==> src/rtl/mem_arbiter_if.sv <==
// Bundle of the two requester ports and the data-memory port of mem_arbiter.
// The slave modport is the arbiter's view; master is the environment's view.
interface mem_arbiter_if #(
  parameter int ADDR_W = 32,
  parameter int DATA_W = 32
);
  logic              req0_valid;
  logic              req0_write;
  logic [ADDR_W-1:0] req0_addr;
  logic [DATA_W-1:0] req0_wdata;
  logic              req0_ready;
  logic              resp0_valid;
  logic [DATA_W-1:0] resp0_rdata;

  logic              req1_valid;
  logic              req1_write;
  logic [ADDR_W-1:0] req1_addr;
  logic [DATA_W-1:0] req1_wdata;
  logic              req1_ready;
  logic              resp1_valid;
  logic [DATA_W-1:0] resp1_rdata;

  logic              MemWrite;
  logic              MemRead;
  logic [ADDR_W-1:0] read_address;
  logic [DATA_W-1:0] Write_data;
  logic [DATA_W-1:0] MemData_out;

  modport slave (
    input  req0_valid, req0_write, req0_addr, req0_wdata,
    input  req1_valid, req1_write, req1_addr, req1_wdata,
    input  MemData_out,
    output req0_ready, resp0_valid, resp0_rdata,
    output req1_ready, resp1_valid, resp1_rdata,
    output MemWrite, MemRead, read_address, Write_data
  );

  modport master (
    output req0_valid, req0_write, req0_addr, req0_wdata,
    output req1_valid, req1_write, req1_addr, req1_wdata,
    output MemData_out,
    input  req0_ready, resp0_valid, resp0_rdata,
    input  req1_ready, resp1_valid, resp1_rdata,
    input  MemWrite, MemRead, read_address, Write_data
  );
endinterface

==> src/rtl/mem_arbiter.sv <==
// Two-port round-robin arbiter in front of a single-port data memory.
// One access every 3 cycles: grant (IDLE), memory strobe (ACCESS), response (RESP).
module mem_arbiter #(
  parameter int ADDR_W = 32,
  parameter int DATA_W = 32
) (
  input logic          clk,
  input logic          reset,
  mem_arbiter_if.slave bus
);

  typedef enum logic [1:0] {
    IDLE   = 2'd0,
    ACCESS = 2'd1,
    RESP   = 2'd2
  } state_e;

  state_e            state_q, state_d;
  logic              last_q, last_d;
  logic              write_q, write_d;
  logic [ADDR_W-1:0] addr_q, addr_d;
  logic [DATA_W-1:0] wdata_q, wdata_d;
  logic              idx_q, idx_d;

  logic              pick1;
  logic              ready0, ready1;
  logic              resp0, resp1;
  logic [DATA_W-1:0] rdata0, rdata1;
  logic              mem_write, mem_read;
  logic [ADDR_W-1:0] mem_addr;
  logic [DATA_W-1:0] mem_wdata;

  // Next-state, arbitration and output decode
  always_comb begin
    state_d   = state_q;
    last_d    = last_q;
    write_d   = write_q;
    addr_d    = addr_q;
    wdata_d   = wdata_q;
    idx_d     = idx_q;
    pick1     = 1'b0;
    ready0    = 1'b0;
    ready1    = 1'b0;
    resp0     = 1'b0;
    resp1     = 1'b0;
    rdata0    = {DATA_W{1'b0}};
    rdata1    = {DATA_W{1'b0}};
    mem_write = 1'b0;
    mem_read  = 1'b0;
    mem_addr  = {ADDR_W{1'b0}};
    mem_wdata = {DATA_W{1'b0}};
    case (state_q)
      IDLE: begin
        // No acceptance while reset is high: the latch would be cleared anyway.
        if (!reset && (bus.req0_valid || bus.req1_valid)) begin
          pick1   = bus.req1_valid && (!bus.req0_valid || !last_q);
          ready0  = !pick1;
          ready1  = pick1;
          last_d  = pick1;
          idx_d   = pick1;
          write_d = pick1 ? bus.req1_write : bus.req0_write;
          addr_d  = pick1 ? bus.req1_addr  : bus.req0_addr;
          wdata_d = pick1 ? bus.req1_wdata : bus.req0_wdata;
          state_d = ACCESS;
        end else begin
          state_d = IDLE;
        end
      end
      ACCESS: begin
        mem_write = write_q;
        mem_read  = !write_q;
        mem_addr  = addr_q;
        mem_wdata = wdata_q;
        state_d   = RESP;
      end
      RESP: begin
        if (idx_q) begin
          resp1  = 1'b1;
          rdata1 = write_q ? {DATA_W{1'b0}} : bus.MemData_out;
        end else begin
          resp0  = 1'b1;
          rdata0 = write_q ? {DATA_W{1'b0}} : bus.MemData_out;
        end
        state_d = IDLE;
      end
      default: begin
        state_d = IDLE;
      end
    endcase
  end

  // State and latched-request registers
  always_ff @(posedge clk) begin
    if (reset) begin
      state_q <= IDLE;
      last_q  <= 1'b1;
      write_q <= 1'b0;
      addr_q  <= {ADDR_W{1'b0}};
      wdata_q <= {DATA_W{1'b0}};
      idx_q   <= 1'b0;
    end else begin
      state_q <= state_d;
      last_q  <= last_d;
      write_q <= write_d;
      addr_q  <= addr_d;
      wdata_q <= wdata_d;
      idx_q   <= idx_d;
    end
  end

  assign bus.req0_ready   = ready0;
  assign bus.req1_ready   = ready1;
  assign bus.resp0_valid  = resp0;
  assign bus.resp1_valid  = resp1;
  assign bus.resp0_rdata  = rdata0;
  assign bus.resp1_rdata  = rdata1;
  assign bus.MemWrite     = mem_write;
  assign bus.MemRead      = mem_read;
  assign bus.read_address = mem_addr;
  assign bus.Write_data   = mem_wdata;

endmodule

==> src/flat_wrapper.sv <==
// flat-port wrapper written by rule: the top's interface ports become plain ports
module mem_arbiter_flat 
#(
  parameter int ADDR_W = 32,
  parameter int DATA_W = 32
)
  (clk, reset, bus_req0_valid, bus_req0_write, bus_req0_addr, bus_req0_wdata, bus_req1_valid, bus_req1_write, bus_req1_addr, bus_req1_wdata, bus_MemData_out, bus_req0_ready, bus_resp0_valid, bus_resp0_rdata, bus_req1_ready, bus_resp1_valid, bus_resp1_rdata, bus_MemWrite, bus_MemRead, bus_read_address, bus_Write_data);
  mem_arbiter_if #(.ADDR_W(ADDR_W), .DATA_W(DATA_W)) bus_i ();
  input logic clk;
  input logic reset;
  input wire logic [$bits(bus_i.req0_valid)-1:0] bus_req0_valid;
  input wire logic [$bits(bus_i.req0_write)-1:0] bus_req0_write;
  input wire logic [$bits(bus_i.req0_addr)-1:0] bus_req0_addr;
  input wire logic [$bits(bus_i.req0_wdata)-1:0] bus_req0_wdata;
  input wire logic [$bits(bus_i.req1_valid)-1:0] bus_req1_valid;
  input wire logic [$bits(bus_i.req1_write)-1:0] bus_req1_write;
  input wire logic [$bits(bus_i.req1_addr)-1:0] bus_req1_addr;
  input wire logic [$bits(bus_i.req1_wdata)-1:0] bus_req1_wdata;
  input wire logic [$bits(bus_i.MemData_out)-1:0] bus_MemData_out;
  output wire logic [$bits(bus_i.req0_ready)-1:0] bus_req0_ready;
  output wire logic [$bits(bus_i.resp0_valid)-1:0] bus_resp0_valid;
  output wire logic [$bits(bus_i.resp0_rdata)-1:0] bus_resp0_rdata;
  output wire logic [$bits(bus_i.req1_ready)-1:0] bus_req1_ready;
  output wire logic [$bits(bus_i.resp1_valid)-1:0] bus_resp1_valid;
  output wire logic [$bits(bus_i.resp1_rdata)-1:0] bus_resp1_rdata;
  output wire logic [$bits(bus_i.MemWrite)-1:0] bus_MemWrite;
  output wire logic [$bits(bus_i.MemRead)-1:0] bus_MemRead;
  output wire logic [$bits(bus_i.read_address)-1:0] bus_read_address;
  output wire logic [$bits(bus_i.Write_data)-1:0] bus_Write_data;
  assign bus_i.req0_valid = bus_req0_valid;
  assign bus_i.req0_write = bus_req0_write;
  assign bus_i.req0_addr = bus_req0_addr;
  assign bus_i.req0_wdata = bus_req0_wdata;
  assign bus_i.req1_valid = bus_req1_valid;
  assign bus_i.req1_write = bus_req1_write;
  assign bus_i.req1_addr = bus_req1_addr;
  assign bus_i.req1_wdata = bus_req1_wdata;
  assign bus_i.MemData_out = bus_MemData_out;
  assign bus_req0_ready = bus_i.req0_ready;
  assign bus_resp0_valid = bus_i.resp0_valid;
  assign bus_resp0_rdata = bus_i.resp0_rdata;
  assign bus_req1_ready = bus_i.req1_ready;
  assign bus_resp1_valid = bus_i.resp1_valid;
  assign bus_resp1_rdata = bus_i.resp1_rdata;
  assign bus_MemWrite = bus_i.MemWrite;
  assign bus_MemRead = bus_i.MemRead;
  assign bus_read_address = bus_i.read_address;
  assign bus_Write_data = bus_i.Write_data;
  mem_arbiter #(.ADDR_W(ADDR_W), .DATA_W(DATA_W)) u_core (.clk(clk), .reset(reset), .bus(bus_i));
endmodule
==> config.mk <==
export PLATFORM = sky130hd
export DESIGN_NAME = mem_arbiter_flat
export DESIGN_NICKNAME = d
export VERILOG_FILES = /design/src/rtl/mem_arbiter_if.sv /design/src/rtl/mem_arbiter.sv /design/src/flat_wrapper.sv
export SDC_FILE = /design/constraint.sdc
export NUM_CORES = 1
export LEC_CHECK = 0
export ABC_AREA = 1
export CAP_MARGIN = 20
export CORE_MARGIN = 5
export CORE_UTILIZATION = 40
export DETAILED_ROUTE_END_ITERATION = 10
export PLACE_DENSITY = 0.88
export RECOVER_POWER = 50
export SYNTH_ARGS = -nofsm -noshare
export SYNTH_HDL_FRONTEND = slang
export SYNTH_SLANG_ARGS = --single-unit
==> constraint.sdc <==
create_clock -name clk -period 1.7 [get_ports clk]
set_input_delay 0.34 -clock clk [delete_from_list [all_inputs] [get_ports clk]]
set_output_delay 0.34 -clock clk [all_outputs]
set_load 0.01 [all_outputs]
==> results.sh, run 1 <==
export IMPL_cts_sinks=69
export IMPL_postCtsHoldBufs=0
export IMPL_grt_overflow_total=0
export IMPL_drive_above_1_share=0.235
export IMPL_sw_frac_of_total=0.310
export IMPL_layout_common_cells="296 x nand2_1, 247 x nor2_1, 162 x clkdlybuf4s50_1"
export IMPL_ys_seq_elements=69
export IMPL_insertion_delay_ps=330
export IMPL_ir_worst_vdd_uv=613
export IMPL_tightest_slew_ps=717
export IMPL_start_util=0.403
export IMPL_p_int_mw=3.87
export IMPL_fin_ws_ps=-82.0
export IMPL_p_leak_nw=4.58
export IMPL_path_max_fanout=8
export IMPL_grt_pass1_wl_um=25400
export IMPL_required_ps=1360
export IMPL_viasPerCell=4.54
export IMPL_drv_cap=0
export IMPL_slew_headroom=0.522
export IMPL_io_buffers=299
export IMPL_dieArea_sq_mm=0.0136
export IMPL_drt_iter0_drc=417
export IMPL_place_area_sq_mm=0.00771
export IMPL_cts_tree="built"
export IMPL_wl_per_cell_um=14.4
export IMPL_finalInstanceArea_sq_mm=0.00870
export IMPL_syn2layout_area_growth_pct=90.6
export IMPL_post_route_min_period_ps=1780
export IMPL_clock_skew_final_ps=9.89
export IMPL_die_y_um=117
export IMPL_syn_num_nets=1060
export IMPL_antenna_cells=0
export IMPL_cts_clk_slew_worst_paths_ps=50
export IMPL_final_core_util=0.768
export IMPL_place_inst=1304
export IMPL_setup_viol=88
export IMPL_p_clk_frac=0.335
export IMPL_drc=0
export IMPL_power_switching_mw=1.74
export IMPL_clock_fmax_mhz=561
export IMPL_seqPwrFrac=0.324
export IMPL_rsz0062_at_grt="yes"
export IMPL_power_density_mw_per_mm2=645
export IMPL_instances_no_fill=1333
export IMPL_placementRows=39
export IMPL_finalMaxSlewViolations=0
export IMPL_finalWirelength_um=19200
export IMPL_yosysUniqueCellTypes=13
export IMPL_core_area_sq_mm=0.0113
export IMPL_antenna_found_initial=0
export IMPL_worstSetupPathType="flip-flop to primary output"
export IMPL_final_common_cell="nand2_1"
export IMPL_hpwl_um=12500
export IMPL_period_share=1.05
export IMPL_num_vias=6046
export IMPL_die_w_um=117
export IMPL_power_frac_comb=0.341
export IMPL_clockBufferDepth=2
export IMPL_finalWeightedCongestion=0.929
export IMPL_grt_use_total=0.237
export IMPL_grt_max_degree=73
export IMPL_syn_area_sq_mm=0.00456
export IMPL_hold_viol_final=0
export IMPL_cts_root_buf="clkbuf_16"
export IMPL_cts_made_buffers=9
export IMPL_start_kind="flip-flop"
export IMPL_synth_area_leaders="dfxtp_1 30%, nor2_1 27%, nand2_1 25%, inv_1 11%, buf_2 2.5%"
export IMPL_wl_met1_um=6850
export IMPL_ys_warnings_count=0
export IMPL_num_io_pins=300
export IMPL_outcome="finished with violations"
export IMPL_synth_largest_area_cell="dfxtp_1"
export IMPL_nets=1352
export IMPL_grt_pass1_vias=5107
export IMPL_met2_length_um=9690
export IMPL_yosys_area_top_type_share=0.303
export IMPL_routed_top_layer="met4"
export IMPL_syn_area_per_cell_sq_um=5.10
export IMPL_cp_arrival_ps=1440
export IMPL_route_met3_wl_um=1910
export IMPL_seq_area_frac_synth=0.303
export IMPL_syn_inst=894
export IMPL_h_tree_depth=3
export IMPL_ant_nets=0
export IMPL_crit_path_end_kind="primary output"
export IMPL_min_delay_path_class="input port to flip-flop"
export IMPL_violations="negative setup slack"
export IMPL_drt_pass1_iterations=4
[cells in the mapped netlist (all sizes together)]
| cell | number |
|---|---|
| dfxtp | 69 |
| nand3 | 1 |
| nand2 | 303 |
| clkbuf | 16 |
| buf | 35 |
| inv | 136 |
| nor2 | 333 |
| clkinv | 1 |
[power by group through the flow]
stage	Sequential, mW	Clock, mW	Combinational [mW]
after floorplan	1.83	0	0.837
after global placement	1.84	0	1.56
after detailed placement	1.84	0	1.59
after CTS	1.81	1.92	1.62
after global routing	1.83	1.99	2.10
final	1.82	1.88	1.91
[per-layer routing]
layer / global-route usage / up-vias
met3: 0.0843 / 52
li1: - / 3094
met5: 0 / -
met4: 0.0994 / 0
met2: 0.427 / 235
met1: 0.248 / 2665
[stage by stage]
step | worst slack (ps) | setup TNS, ps | power (mW) | hold slack (ps)
6_report | -82.0 | -2460 | 5.61 | 293
5_1_grt | -169 | -10650 | 5.92 | 320
4_1_cts | -136 | -3240 | 5.35 | 505
3_5_place_dp | -489 | -41900 | 3.43 | 492
3_3_place_gp | -397 | -37000 | 3.39 | 464
2_1_floorplan | 385 | 0 | 2.67 | 412
[flip-flops by register name, summed over array words and instances (netlist names)]
signal          flops
u_core.last_q       1
u_core.write_q      1
u_core.state_q      2
u_core.idx_q        1
u_core.wdata_q     32
u_core.addr_q      32
[critical path: stages (launching register included)]
cell       delay [ps]
dfxtp_2           350
inv_2              60
nor2_4            120
nand2_4           120
clkbuf_16         210
nor2_2            100
buf_2             150
[repair_timing]
| action | 4_1_cts | 5_1_grt |
|---|---|---|
| setup buffers | 0 | 1 |
| gates resized for setup | 521 | 274 |
| endpoints found under the setup margin | 201 | 201 |
| gates cloned | 4 | 9 |
| pin swaps | 0 | 6 |
[logic make-up (layout without fill, tap and decap cells)]
| kind of cell | after synthesis | in the layout | share of synthesized area |
|---|---|---|---|
| AND/OR/NAND/NOR | 637 | 638 | 0.525 |
| flip-flops | 69 | 69 | 0.303 |
| buffers and inverters | 188 | 483 | 0.172 |
[worst paths after layout]
kind / start / to / slack, ps / cells after the start
setup / recovery: u_core.state_q[1] / bus_resp1_rdata[7] / -80 / 6
hold / removal: reset / u_core.state_q[1] / 290 / 2
setup reg to reg: u_core.state_q[0] / u_core.addr_q[1] / 40 / 8
hold reg to reg: u_core.last_q / u_core.last_q / 500 / 2
[area by class of cell]
| cell class | count | area, sq um |
|---|---|---|
| Fill cell | 859 | 2630 |
| Multi-Input combinational cell | 638 | 3000 |
| Tap cell | 143 | 179 |
| Clock buffer | 11 | 253 |
| Clock inverter | 4 | 47.5 |
| Sequential cell | 69 | 1380 |
| Inverter | 137 | 519 |
| Timing Repair Buffer | 331 | 3310 |
(Power assumes the default switching activity.)
==> inputs of run 2 (changes only) <==
Settings changed: CAP_MARGIN 20 to 40.
==> results of run 2 <==
Same layout as run 1: the final DEF is identical, and so are final timing and power.
